File: src/rtl/req_enc_pkg.sv
// ---------------------------------------------------------------------------
// req_enc_pkg
// Shared definitions for the 32-line request encoder.
//   REQ_W       : default number of request lines
//   REQ_IDX_W   : width of an encoded request index for REQ_W lines
//   req_vec_t   : one bit per request line
//   enc_state_t : presentation FSM states (idle / index presented)
// ---------------------------------------------------------------------------
package req_enc_pkg;

    localparam int REQ_W     = 32;
    localparam int REQ_IDX_W = 5;

    typedef logic [REQ_W-1:0] req_vec_t;

    typedef enum logic {
        ENC_IDLE,
        ENC_PRESENT
    } enc_state_t;

endpackage

File: src/rtl/req_encoder32_prio_pick.sv
// ---------------------------------------------------------------------------
// prio_pick
// Purely combinational selection stage: finds the first set bit of vec,
// searching upward from line `start` and wrapping modulo WIDTH.
// With start tied to zero this is a plain lowest-set-bit picker.
//
// Ports:
//   vec    in  WIDTH  candidate lines
//   start  in  IDX_W  line at which the search begins (highest priority)
//   found  out 1      at least one bit of vec is set
//   idx    out IDX_W  index of the winning line (don't care when !found)
//   onehot out WIDTH  one-hot form of idx, all zeros when !found
//
// WIDTH must be a power of two so that IDX_W-bit arithmetic wraps exactly
// at WIDTH.
// ---------------------------------------------------------------------------
module prio_pick #(
    parameter int WIDTH = 32,
    parameter int IDX_W = $clog2(WIDTH)
) (
    input  logic [WIDTH-1:0] vec,
    input  logic [IDX_W-1:0] start,
    output logic             found,
    output logic [IDX_W-1:0] idx,
    output logic [WIDTH-1:0] onehot
);

    logic [WIDTH-1:0] rotated;
    logic [IDX_W-1:0] rel_idx;

    // Rotate so that line `start` lands at position 0; the IDX_W-bit sum
    // wraps naturally, giving the modulo-WIDTH search order.
    generate
        for (genvar gi = 0; gi < WIDTH; gi++) begin : g_rot
            assign rotated[gi] = vec[IDX_W'(gi) + start];
        end
    endgenerate

    assign found = |rotated;

    // Scanning from the top down leaves the lowest set position in rel_idx.
    always_comb begin
        rel_idx = '0;
        for (int i = WIDTH - 1; i >= 0; i--) begin
            if (rotated[i]) begin
                rel_idx = IDX_W'(i);
            end
        end
    end

    // Undo the rotation to get the absolute line number.
    assign idx = rel_idx + start;

    generate
        for (genvar gi = 0; gi < WIDTH; gi++) begin : g_onehot
            assign onehot[gi] = found && (idx == IDX_W'(gi));
        end
    endgenerate

endmodule

File: src/rtl/req_encoder32.sv
// ---------------------------------------------------------------------------
// req_encoder32
// Registered priority encoder for the 32-line request/event bus. Request
// pulses are latched into a sticky pending vector; one winning line is
// presented to the consumer as a binary index plus its one-hot form over a
// valid/ready handshake. Accepting an index clears only that pending bit.
//
// Ports:
//   clock    in  1      system clock, rising edge
//   reset_n  in  1      asynchronous active-low reset
//   req      in  WIDTH  request pulses, each high bit sets its pending bit
//   mask     in  WIDTH  1 = line eligible for selection (masked lines pend)
//   ready    in  1      consumer takes the presented index this cycle
//   clr_ovf  in  1      synchronous clear of overflow
//   valid    out 1      index/onehot hold a winning request
//   index    out IDX_W  binary index of the presented request
//   onehot   out WIDTH  one-hot form of index, zero when valid=0
//   pending  out WIDTH  sticky pending vector
//   overflow out 1      sticky: a request hit a line that was still pending
//
// Build option:
//   REQ_ENC_ROUND_ROBIN_EN  when defined, the search starts at a rotating
//                           pointer that moves to index+1 on every accept;
//                           when undefined, lowest index always wins.
//
// All outputs come straight from flops.
// ---------------------------------------------------------------------------
module req_encoder32
    import req_enc_pkg::*;
#(
    parameter int WIDTH = REQ_W
) (
    input  logic                       clock,
    input  logic                       reset_n,
    input  logic [WIDTH-1:0]           req,
    input  logic [WIDTH-1:0]           mask,
    input  logic                       ready,
    input  logic                       clr_ovf,
    output logic                       valid,
    output logic [$clog2(WIDTH)-1:0]   index,
    output logic [WIDTH-1:0]           onehot,
    output logic [WIDTH-1:0]           pending,
    output logic                       overflow
);

    localparam int IDX_W = $clog2(WIDTH);

    enc_state_t       state_reg;
    logic             valid_reg;
    logic [IDX_W-1:0] index_reg;
    logic [WIDTH-1:0] onehot_reg;
    logic [WIDTH-1:0] pending_reg;
    logic [WIDTH-1:0] pending_next;
    logic             ovf_reg;
    logic             ovf_next;

    logic             accept;
    logic [WIDTH-1:0] accept_mask;
    logic [WIDTH-1:0] ovf_hit;
    logic [WIDTH-1:0] elig;

    logic             pick_found;
    logic [IDX_W-1:0] pick_idx;
    logic [IDX_W-1:0] pick_start;
    logic [WIDTH-1:0] pick_onehot;

    // ------------------------------------------------------------------
    // Handshake and pending-vector bookkeeping
    // ------------------------------------------------------------------
    assign accept      = valid_reg & ready;
    assign accept_mask = accept ? onehot_reg : '0;

    // Per line: a new request always wins over the accept-clear, and a
    // request that lands on a line that stays pending is an overflow.
    generate
        for (genvar gi = 0; gi < WIDTH; gi++) begin : g_line
            assign pending_next[gi] = (pending_reg[gi] & ~accept_mask[gi]) | req[gi];
            assign ovf_hit[gi]      = req[gi] & pending_reg[gi] & ~accept_mask[gi];
            assign elig[gi]         = pending_reg[gi] & mask[gi] & ~accept_mask[gi];
        end
    endgenerate

    // Set wins over clr_ovf in the same cycle.
    assign ovf_next = (|ovf_hit) | (ovf_reg & ~clr_ovf);

    // ------------------------------------------------------------------
    // Search start point
    // ------------------------------------------------------------------
`ifdef REQ_ENC_ROUND_ROBIN_EN
    logic [IDX_W-1:0] rr_reg;
    logic [IDX_W-1:0] rr_next;

    // The pointer moves only on an accept; the reload that happens in the
    // same cycle already searches from the updated pointer.
    assign rr_next    = accept ? (index_reg + IDX_W'(1)) : rr_reg;
    assign pick_start = rr_next;

    always_ff @(posedge clock or negedge reset_n) begin
        if (!reset_n) begin
            rr_reg <= '0;
        end else begin
            rr_reg <= rr_next;
        end
    end
`else
    assign pick_start = '0;
`endif

    prio_pick #(
        .WIDTH (WIDTH),
        .IDX_W (IDX_W)
    ) u_pick (
        .vec    (elig),
        .start  (pick_start),
        .found  (pick_found),
        .idx    (pick_idx),
        .onehot (pick_onehot)
    );

    // ------------------------------------------------------------------
    // Pending vector and overflow flag
    // ------------------------------------------------------------------
    always_ff @(posedge clock or negedge reset_n) begin
        if (!reset_n) begin
            pending_reg <= '0;
            ovf_reg     <= 1'b0;
        end else begin
            pending_reg <= pending_next;
            ovf_reg     <= ovf_next;
        end
    end

    // ------------------------------------------------------------------
    // Presentation FSM. Once an index is presented it is held, even if
    // its line gets masked, until the consumer takes it.
    // ------------------------------------------------------------------
    always_ff @(posedge clock or negedge reset_n) begin
        if (!reset_n) begin
            state_reg  <= ENC_IDLE;
            valid_reg  <= 1'b0;
            index_reg  <= '0;
            onehot_reg <= '0;
        end else begin
            case (state_reg)
                ENC_IDLE: begin
                    if (pick_found) begin
                        state_reg  <= ENC_PRESENT;
                        valid_reg  <= 1'b1;
                        index_reg  <= pick_idx;
                        onehot_reg <= pick_onehot;
                    end
                end
                ENC_PRESENT: begin
                    if (ready) begin
                        if (pick_found) begin
                            // Back-to-back: next winner loaded in the
                            // same edge that retires the current one.
                            index_reg  <= pick_idx;
                            onehot_reg <= pick_onehot;
                        end else begin
                            state_reg  <= ENC_IDLE;
                            valid_reg  <= 1'b0;
                            onehot_reg <= '0;
                        end
                    end
                end
                default: begin
                    state_reg  <= ENC_IDLE;
                    valid_reg  <= 1'b0;
                    onehot_reg <= '0;
                end
            endcase
        end
    end

    assign valid    = valid_reg;
    assign index    = index_reg;
    assign onehot   = onehot_reg;
    assign pending  = pending_reg;
    assign overflow = ovf_reg;

endmodule

File: config.mk
export PLATFORM = sky130hd
export DESIGN_NAME = req_encoder32
export DESIGN_NICKNAME = d
export VERILOG_FILES = /design/src/rtl/req_enc_pkg.sv /design/src/rtl/req_encoder32_prio_pick.sv /design/src/rtl/req_encoder32.sv
export SDC_FILE = /design/constraint.sdc
export NUM_CORES = 1
export LEC_CHECK = 0
export ABC_AREA = 1
export CORE_MARGIN = 2
export CORE_UTILIZATION = 40
export CTS_CLUSTER_DIAMETER = 200
export CTS_CLUSTER_SIZE = 40
export DETAILED_ROUTE_END_ITERATION = 7
export GPL_TIMING_DRIVEN = 0
export PLACE_DENSITY = 0.76
export SETUP_SLACK_MARGIN = 0.2
export SYNTH_ARGS = -nofsm -noshare
export SYNTH_HDL_FRONTEND = slang
export SYNTH_SLANG_ARGS = --single-unit
File: constraint.sdc
create_clock -name clock -period 2.53 [get_ports clock]
set_input_delay 0.253 -clock clock [delete_from_list [all_inputs] [get_ports clock]]
set_output_delay 0.253 -clock clock [all_outputs]
set_load 0.1 [all_outputs]
==> flow_results.xml, run 1 <==
<?xml version="1.0" encoding="UTF-8"?>
<metrics>
  <group name="run_status">
    <metric name="run_status" unit="">complete, but fails checks</metric>
    <metric name="violated_checks" unit="">negative setup slack</metric>
  </group>
  <group name="power_and_ir_drop">
    <metric name="combinationalPowerShare" unit="%">23.1</metric>
    <metric name="p_switching" unit="µW">835.2</metric>
    <metric name="internal_power" unit="mW">1.790</metric>
    <metric name="netSwitchingFraction" unit="%">31.81</metric>
    <metric name="irDropWorstVdd" unit="µV">348.3</metric>
    <metric name="pwr_density_cell" unit="mW/mm²">439.7</metric>
    <metric name="share_of_total_power_in_sequential_cells" unit="%">45.2</metric>
    <metric name="post-layout-total-power" unit="mW">2.625</metric>
    <metric name="power_leakage" unit="nW">2.672</metric>
    <metric name="power.share.clock" unit="%">31.7</metric>
  </group>
  <group name="yosys">
    <metric name="post-synth-top-area-cell" unit="">dfrtp_1</metric>
    <metric name="synthesis.area" unit="mm²">0.003720</metric>
    <metric name="share_of_synthesized_flip_flops_with_an_asynchronous_set_or_reset" unit="%">100.0</metric>
    <metric name="synth_flop_cell" unit="">dfrtp_1</metric>
    <metric name="syn_inst" unit="">495</metric>
    <metric name="synth_largest_type_area_fraction" unit="%">48.44</metric>
    <metric name="synth-warning-count" unit="">0</metric>
    <metric name="synth_enable_flop_cells" unit="">0</metric>
    <metric name="synth_cell_type_count" unit="">27</metric>
    <metric name="post_synth_most_frequent_cells" unit="">nand2_1 (185), dfrtp_1 (72), inv_1 (60)</metric>
    <metric name="yosysMostFrequentCell" unit="">nand2_1</metric>
    <metric name="synth_seq_area_share" unit="%">48.44</metric>
    <metric name="netlist_top_cells_area" unit="">dfrtp_1 (48%), nand2_1 (19%), inv_1 (6.1%), nor2_1 (4.8%), nand4_1 (4.5%)</metric>
    <metric name="synth.ff_latch_count" unit="">72</metric>
    <metric name="syn_nets" unit="">563</metric>
    <metric name="avgSynthCellArea" unit="µm²">7.515</metric>
  </group>
  <group name="route">
    <metric name="met3WireLength" unit="µm">883</metric>
    <metric name="drc" unit="">0</metric>
    <metric name="drt-wirelength-per-cell" unit="µm">15.49</metric>
    <metric name="vias_per_cell" unit="">5.038</metric>
    <metric name="wirelength_met1" unit="mm">5.142</metric>
    <metric name="met2RoutedLength" unit="mm">5.921</metric>
    <metric name="vias" unit="">3980</metric>
    <metric name="starting_drt_drc_count" unit="">248</metric>
    <metric name="drt-pass1-iter-count" unit="">5</metric>
    <metric name="drt_wl_total" unit="mm">12.24</metric>
    <metric name="highest_layer" unit="">met4</metric>
    <metric name="postRouteAntennaNets" unit="">0</metric>
  </group>
  <group name="critical_path">
    <metric name="worst_ep_arrival_time" unit="ps">3320</metric>
    <metric name="path_class" unit="">reg -&gt; reg</metric>
    <metric name="critical_path.reg2reg.endpoint" unit="">onehot[25]</metric>
    <metric name="worst_path_max_delay_cell" unit="">dfrtp_4</metric>
    <metric name="timing.critical_path.cells" unit="">nand2_8 &gt; inv_8 &gt; buf_4 &gt; buf_4 &gt; nand2_1 &gt; nand2_1 &gt; inv_2 &gt; nand2_1 &gt; nand2_1 &gt; nor2_1 &gt; nor2_1 &gt; nor2_1 &gt; nor2_1 &gt; nor2_1 &gt; nor2_1 &gt; nor2_1 &gt; nor2_1 &gt; nor2_1 &gt; o21bai_1 &gt; nand3_2 &gt; buf_4 &gt; clkbuf_8 &gt; nand4_1 &gt; o21bai_1</metric>
    <metric name="worst-r2r-cell-count" unit="">24</metric>
    <metric name="required" unit="ps">2750</metric>
    <metric name="worst-r2r-setup-slack" unit="ps">-570</metric>
    <metric name="rr_startpoint" unit="">valid</metric>
    <metric name="path_max_fanout" unit="">10</metric>
    <metric name="timing.critical_path.mode_cell" unit="">nor2_1</metric>
    <metric name="timing.critical_path.buf_inv" unit="">6</metric>
    <metric name="worst_path_largest_cell_delay" unit="ps">540</metric>
    <metric name="worst_setup_path_start_kind" unit="">flip-flop</metric>
    <metric name="critical_path.top_delay_family" unit="">simple AND/OR/NAND/NOR gates</metric>
    <metric name="worstSetupEndpointType" unit="">flip-flop</metric>
  </group>
  <group name="clock_tree">
    <metric name="cts_tree" unit="">yes</metric>
    <metric name="root_buffer" unit="">clkbuf_8</metric>
    <metric name="clkTransAtPathRegs" unit="ps">90</metric>
    <metric name="numClockSinks" unit="">72</metric>
    <metric name="cts_max_path_buffers" unit="">2</metric>
    <metric name="htree_levels" unit="">3</metric>
    <metric name="cts_made_buffers" unit="">9</metric>
    <metric name="clkLatencyLatePin" unit="ps">360</metric>
  </group>
  <group name="floorplan">
    <metric name="core_area" unit="mm²">0.009109</metric>
    <metric name="die_h" unit="µm">100.4</metric>
    <metric name="fp-row-count" unit="">35</metric>
    <metric name="die_width" unit="µm">100.4</metric>
    <metric name="floorplan.initialDensity" unit="%">40.84</metric>
    <metric name="die_footprint" unit="mm²">0.01009</metric>
    <metric name="io-pin-count" unit="">139</metric>
  </group>
  <group name="timing">
    <metric name="tightestPinTransition" unit="ps">1015</metric>
    <metric name="clock-skew-final" unit="ps">16.57</metric>
    <metric name="timing.final.setup_violations" unit="">37</metric>
    <metric name="tcrit_tclk_final" unit="%">122.5</metric>
    <metric name="timing.final.ws_setup" unit="ps">-569.4</metric>
    <metric name="max_slew_margin" unit="%">32.11</metric>
    <metric name="timing.final.hold_violations" unit="">0</metric>
    <metric name="timing.final.crit_period" unit="ps">3099</metric>
    <metric name="grt_setup_unrepaired" unit="">true</metric>
    <metric name="final_max_slew_viol_count" unit="">0</metric>
    <metric name="timing.setup.tns" unit="ps">-15730</metric>
    <metric name="maxClockFrequency" unit="GHz">0.3226</metric>
    <metric name="final_hold_slack" unit="ps">444.5</metric>
  </group>
  <group name="worst_hold_path">
    <metric name="hold_path.class" unit="">in -&gt; reg</metric>
    <metric name="worst_hold_endpoint" unit="">pending[7]</metric>
    <metric name="holdPathStages" unit="">3</metric>
    <metric name="hold_start" unit="">req[7]</metric>
  </group>
  <group name="grt">
    <metric name="first_pass_grt_wire_length" unit="mm">18.66</metric>
    <metric name="grt_remaining_overflow" unit="">0</metric>
    <metric name="grt_start_max_net_pins" unit="">73</metric>
    <metric name="vias_in_the_first_global_route" unit="">3859</metric>
    <metric name="aggregate_global_route_resource_usage" unit="%">23.77</metric>
    <metric name="antenna_violations_before_repair" unit="">0</metric>
  </group>
  <group name="cells_and_area">
    <metric name="final_nets" unit="">742</metric>
    <metric name="n_antenna_cell" unit="">0</metric>
    <metric name="area_growth_syn_to_layout" unit="%">60.51</metric>
    <metric name="post_layout_nonfiller_instances" unit="">790</metric>
    <metric name="fillerInstances" unit="">785</metric>
    <metric name="proportion_of_layout_cells_with_a_drive_suffix_above_1" unit="%">24.30</metric>
    <metric name="sequential_cell_area" unit="mm²">0.001844</metric>
    <metric name="multi_input_area" unit="mm²">0.001797</metric>
  </group>
  <group name="placed_design">
    <metric name="numPlacedInstances" unit="">745</metric>
    <metric name="hpwlAfterDp" unit="mm">8.647</metric>
    <metric name="post-place-ws" unit="ps">-1115</metric>
    <metric name="numPortBuffers" unit="">138</metric>
    <metric name="place.gp.congestion" unit="">0.8807</metric>
  </group>
  <group name="run">
    <metric name="cap_viol_max_count" unit="">0</metric>
  </group>
</metrics>
==> worst max-delay path by stage <==
stage / start / to / slack [ps] / cells after the start
2_1_floorplan: valid / onehot[12] / -220 / 38
3_3_place_gp: reset_n / onehot[27] / -1750 / 1
3_5_place_dp: ready / onehot[24] / -1110 / 21
4_1_cts: valid / onehot[30] / -390 / 38
5_1_grt: valid / onehot[10] / -800 / 38
6_report: valid / onehot[25] / -570 / 24
==> power groups by stage <==
stage,sequential (mW),combinational (mW),clock [mW]
after floorplan,1.34,0.157,0
after global placement,1.21,0.513,0
after detailed placement,1.21,0.522,0
after CTS,1.19,0.589,0.835
after global routing,1.19,0.647,0.884
final,1.19,0.606,0.833
==> cells by family (layout without fill, tap and decap cells) <==
group                  count (synthesis)  after routing  share of synthesized area, %
buffers and inverters                 72            255                         7.669
AND/OR/NAND/NOR                      305            306                         35.65
AO/OA/AOI/OAI                         46             46                         8.241
flip-flops                            72             72                         48.44
==> layout by cell type, fill, tap and decap left out, drive strengths merged, types with 4 or more instances in the layout <==
cell type	count
clkinvlp	4
nand4	27
dfrtp	72
nand3	9
nand2	194
nor2	48
clkbuf	14
inv	64
buf	33
clkdlybuf4s50	136
o21ai	18
o21bai	17
or2	26
==> area by class of cell <==
type	instances	share of cell area [%]
Clock inverter	5	0.5448
Sequential cell	72	30.89
Tap cell	111	2.326
Buffer	8	1.488
Multi-Input combinational cell	352	30.09
Clock buffer	11	2.368
Timing Repair inverter	1	0.1257
Timing Repair Buffer	166	27.98
Inverter	64	4.191
==> worst register-to-register path: cells and delay by family (launching register included) <==
family | cells | cell delay (ps)
buf+inv | 6 | 710
compound gates | 2 | 260
simple gates | 16 | 1470
flops | 1 | 540
==> routing by layer <==
metal | vias up | track usage, %
met5 | - | 0
met4 | 0 | 7.692
met3 | 37 | 4.387
met2 | 170 | 39.96
met1 | 1856 | 31.13
li1 | 1917 | -
==> per-stage QoR <==
stage	util [%]	cell area, µm²
finish	65.55	5971
floorplan	-	3777
CTS	63.86	5817
global placement	58.16	5298
global route	65.55	5971
detailed placement	58.43	5323
==> timing repair <==
item	CTS	global route
buffers inserted	15	9
gates cloned	4	0
gates resized for setup	48	30
pin swaps	15	18
endpoints found under the hold margin	72	0
setup endpoints to repair	38	40
hold buffers	1	0
Power figures use the tool's default switching activity.
==> run 2: changes to the inputs <==
GPL_TIMING_DRIVEN = unset   (was 0)
==> run 2 against run 1 <==
Compared with the run above: final area rose by 4.8%; the run still ends with negative setup slack left; critical path depth fell by 3; cell count rose by 9.0%; largest cell class is now buffers; hold slack got worse by 420 ps; critical path type unchanged; sequential share of layout area fell by 1.4 points; non-clock buffer count rose by 69.
==> flow_results.xml, run 2 (synthesis gave the netlist of run 1 again) <==
<?xml version="1.0" encoding="UTF-8"?>
<metrics>
  <group name="run_status">
    <metric name="run_status" unit="">complete, but fails checks</metric>
    <metric name="violated_checks" unit="">negative setup slack</metric>
  </group>
  <group name="worst_hold_path">
    <metric name="hold_path.class" unit="">in -&gt; async</metric>
  </group>
  <group name="cells_and_area">
    <metric name="final_cell_mix" unit="">nand2_1 (172), buf_4 (172), clkdlybuf4s50_1 (65), inv_1 (54), dfrtp_1 (44)</metric>
    <metric name="final_nets" unit="">813</metric>
    <metric name="area_growth_syn_to_layout" unit="%">68.15</metric>
    <metric name="post_layout_nonfiller_instances" unit="">861</metric>
    <metric name="n_antenna_cell" unit="">0</metric>
    <metric name="fillerInstances" unit="">746</metric>
    <metric name="proportion_of_layout_cells_with_a_drive_suffix_above_1" unit="%">39.60</metric>
  </group>
  <group name="grt">
    <metric name="grt_remaining_overflow" unit="">0</metric>
    <metric name="aggregate_global_route_resource_usage" unit="%">25.65</metric>
    <metric name="vias_in_the_first_global_route" unit="">4230</metric>
    <metric name="grt_start_max_net_pins" unit="">73</metric>
    <metric name="first_pass_grt_wire_length" unit="mm">20.11</metric>
    <metric name="antenna_violations_before_repair" unit="">0</metric>
  </group>
  <group name="critical_path">
    <metric name="path_class" unit="">reg -&gt; reg</metric>
    <metric name="path_max_fanout" unit="">10</metric>
    <metric name="worst_setup_path_start_kind" unit="">flip-flop</metric>
    <metric name="worst_ep_arrival_time" unit="ps">3210</metric>
    <metric name="required" unit="ps">2800</metric>
    <metric name="worstSetupEndpointType" unit="">flip-flop</metric>
  </group>
  <group name="route">
    <metric name="postRouteAntennaNets" unit="">0</metric>
    <metric name="vias_per_cell" unit="">4.978</metric>
    <metric name="drt_wl_total" unit="mm">13.26</metric>
    <metric name="drt-wirelength-per-cell" unit="µm">15.40</metric>
    <metric name="drt-pass1-iter-count" unit="">5</metric>
    <metric name="starting_drt_drc_count" unit="">295</metric>
    <metric name="drc" unit="">0</metric>
    <metric name="vias" unit="">4286</metric>
  </group>
  <group name="timing">
    <metric name="max_slew_margin" unit="%">37.21</metric>
    <metric name="timing.final.hold_violations" unit="">0</metric>
    <metric name="timing.final.ws_setup" unit="ps">-402.6</metric>
    <metric name="grt_setup_unrepaired" unit="">true</metric>
    <metric name="timing.final.crit_period" unit="ps">2933</metric>
    <metric name="timing.final.setup_violations" unit="">33</metric>
    <metric name="final_max_slew_viol_count" unit="">0</metric>
    <metric name="maxClockFrequency" unit="GHz">0.3410</metric>
    <metric name="tcrit_tclk_final" unit="%">115.9</metric>
    <metric name="tightestPinTransition" unit="ps">941.9</metric>
    <metric name="clock-skew-final" unit="ps">12.49</metric>
  </group>
  <group name="placed_design">
    <metric name="place.gp.congestion" unit="">0.8982</metric>
    <metric name="numPlacedInstances" unit="">829</metric>
    <metric name="hpwlAfterDp" unit="mm">9.577</metric>
    <metric name="numPortBuffers" unit="">138</metric>
  </group>
  <group name="floorplan">
    <metric name="fp-row-count" unit="">35</metric>
    <metric name="die_width" unit="µm">100.4</metric>
    <metric name="floorplan.initialDensity" unit="%">40.84</metric>
    <metric name="die_h" unit="µm">100.4</metric>
    <metric name="core_area" unit="mm²">0.009109</metric>
    <metric name="die_footprint" unit="mm²">0.01009</metric>
    <metric name="io-pin-count" unit="">139</metric>
  </group>
  <group name="power_and_ir_drop">
    <metric name="power.share.clock" unit="%">33.8</metric>
    <metric name="p_switching" unit="µW">866.3</metric>
    <metric name="irDropWorstVdd" unit="µV">259.1</metric>
    <metric name="pwr_density_cell" unit="mW/mm²">438.6</metric>
    <metric name="power_leakage" unit="nW">3.061</metric>
    <metric name="internal_power" unit="mW">1.877</metric>
    <metric name="share_of_total_power_in_sequential_cells" unit="%">43.2</metric>
    <metric name="netSwitchingFraction" unit="%">31.58</metric>
    <metric name="post-layout-total-power" unit="mW">2.744</metric>
    <metric name="combinationalPowerShare" unit="%">23.0</metric>
  </group>
  <group name="clock_tree">
    <metric name="cts_hold_repair.buffers" unit="">0</metric>
    <metric name="cts_tree" unit="">yes</metric>
    <metric name="cts_max_path_buffers" unit="">2</metric>
    <metric name="clkLatencyLatePin" unit="ps">350</metric>
    <metric name="cts_made_buffers" unit="">9</metric>
    <metric name="root_buffer" unit="">clkbuf_8</metric>
    <metric name="numClockSinks" unit="">72</metric>
    <metric name="clkTransAtPathRegs" unit="ps">90</metric>
    <metric name="htree_levels" unit="">3</metric>
  </group>
  <group name="run">
    <metric name="cap_viol_max_count" unit="">0</metric>
  </group>
</metrics>
-- run 2: changes by cell type in the layout (fill, tap and decap cells not counted), moves of 4 or more --
| cell | delta |
|---|---|
| buf_4 | +152 |
| buf_6 | -4 |
| clkdlybuf4s50_1 | -71 |
| nand2_2 | -6 |
| nor2_1 | +4 |
-- run 2: through the flow --
step	setup TNS (ps)	utilization, %	hold slack [ps]	setup slack (ps)	cell area [µm²]
6_report	-9633	68.67	21.56	-402.6	6255
5_1_grt	-19400	68.67	120.1	-670.1	6255
4_1_cts	-7927	67.21	75.37	-301.3	6122
3_5_place_dp	-18660	63.41	450.2	-613.9	5776
3_3_place_gp	-16490	63.41	443.2	-607.8	5776
2_1_floorplan	-4110	-	-42.59	-217.0	3777
-- run 2: timing repair --
action / in CTS / in global routing
cloned: 2 / 2
pin swaps: 8 / 20
gates resized for setup: 19 / 35
buffers inserted: 10 / 2
endpoints found under the setup margin: 37 / 39
-- run 2: final cells by class --
type / count / area (µm²) / share of cell area (%)
Multi-Input combinational cell: 352 / 1779 / 28.45
Clock inverter: 7 / 70.07 / 1.120
Timing Repair inverter: 3 / 22.52 / 0.3601
Clock buffer: 9 / 123.9 / 1.980
Tap cell: 111 / 138.9 / 2.220
Sequential cell: 72 / 1844 / 29.49
Inverter: 64 / 247.7 / 3.961
Timing Repair Buffer: 243 / 2028 / 32.43
-- run 2: power groups by stage --
stage                     Sequential, mW  Clock (mW)  Combinational, mW
after floorplan                     1.34           0              0.157
after global placement              1.21           0              0.558
after detailed placement            1.21           0              0.563
after CTS                           1.19       0.931              0.602
after global routing                1.19       0.978              0.669
final                               1.19       0.927              0.631
-- run 2: critical path: stages (launching register included) --
cell      delay [ps]
dfrtp_4          510
nand2_4          100
buf_4            210
o21ai_0          100
inv_1             70
nand2_1           70
nand2_1          140
nor2_1            70
nor2_1            90
nor2_1            50
nor2_1           130
nor2_1            60
nor2_1            90
nor2_1            50
nor2_1           100
nor2_1            50
o21bai_1         170
nand3_1          160
inv_2            130
buf_4            110
nand4_1          190
o21bai_1         190
-- run 2: layer usage --
layer | part of all wire (%) | global-route usage [%]
met5 | 0 | 0
met4 | 2.7 | 10.54
met3 | 6.7 | 3.900
met2 | 50 | 43.62
met1 | 41 | 32.69
-- run 2: path summary, 6_finish.rpt --
kind	endpoint	cells past startpoint	startpoint	slack (ps)
worst max-delay path	onehot[7]	21	valid	-400
min in group clock	pending[5]	3	req[5]	450
worst min-delay path	pending[30]	1	reset_n	20
worst min register to register	index[4]	2	index[4]	480
worst max register to register	onehot[7]	21	valid	-400
max in group asynchronous	onehot[27]	1	reset_n	1800
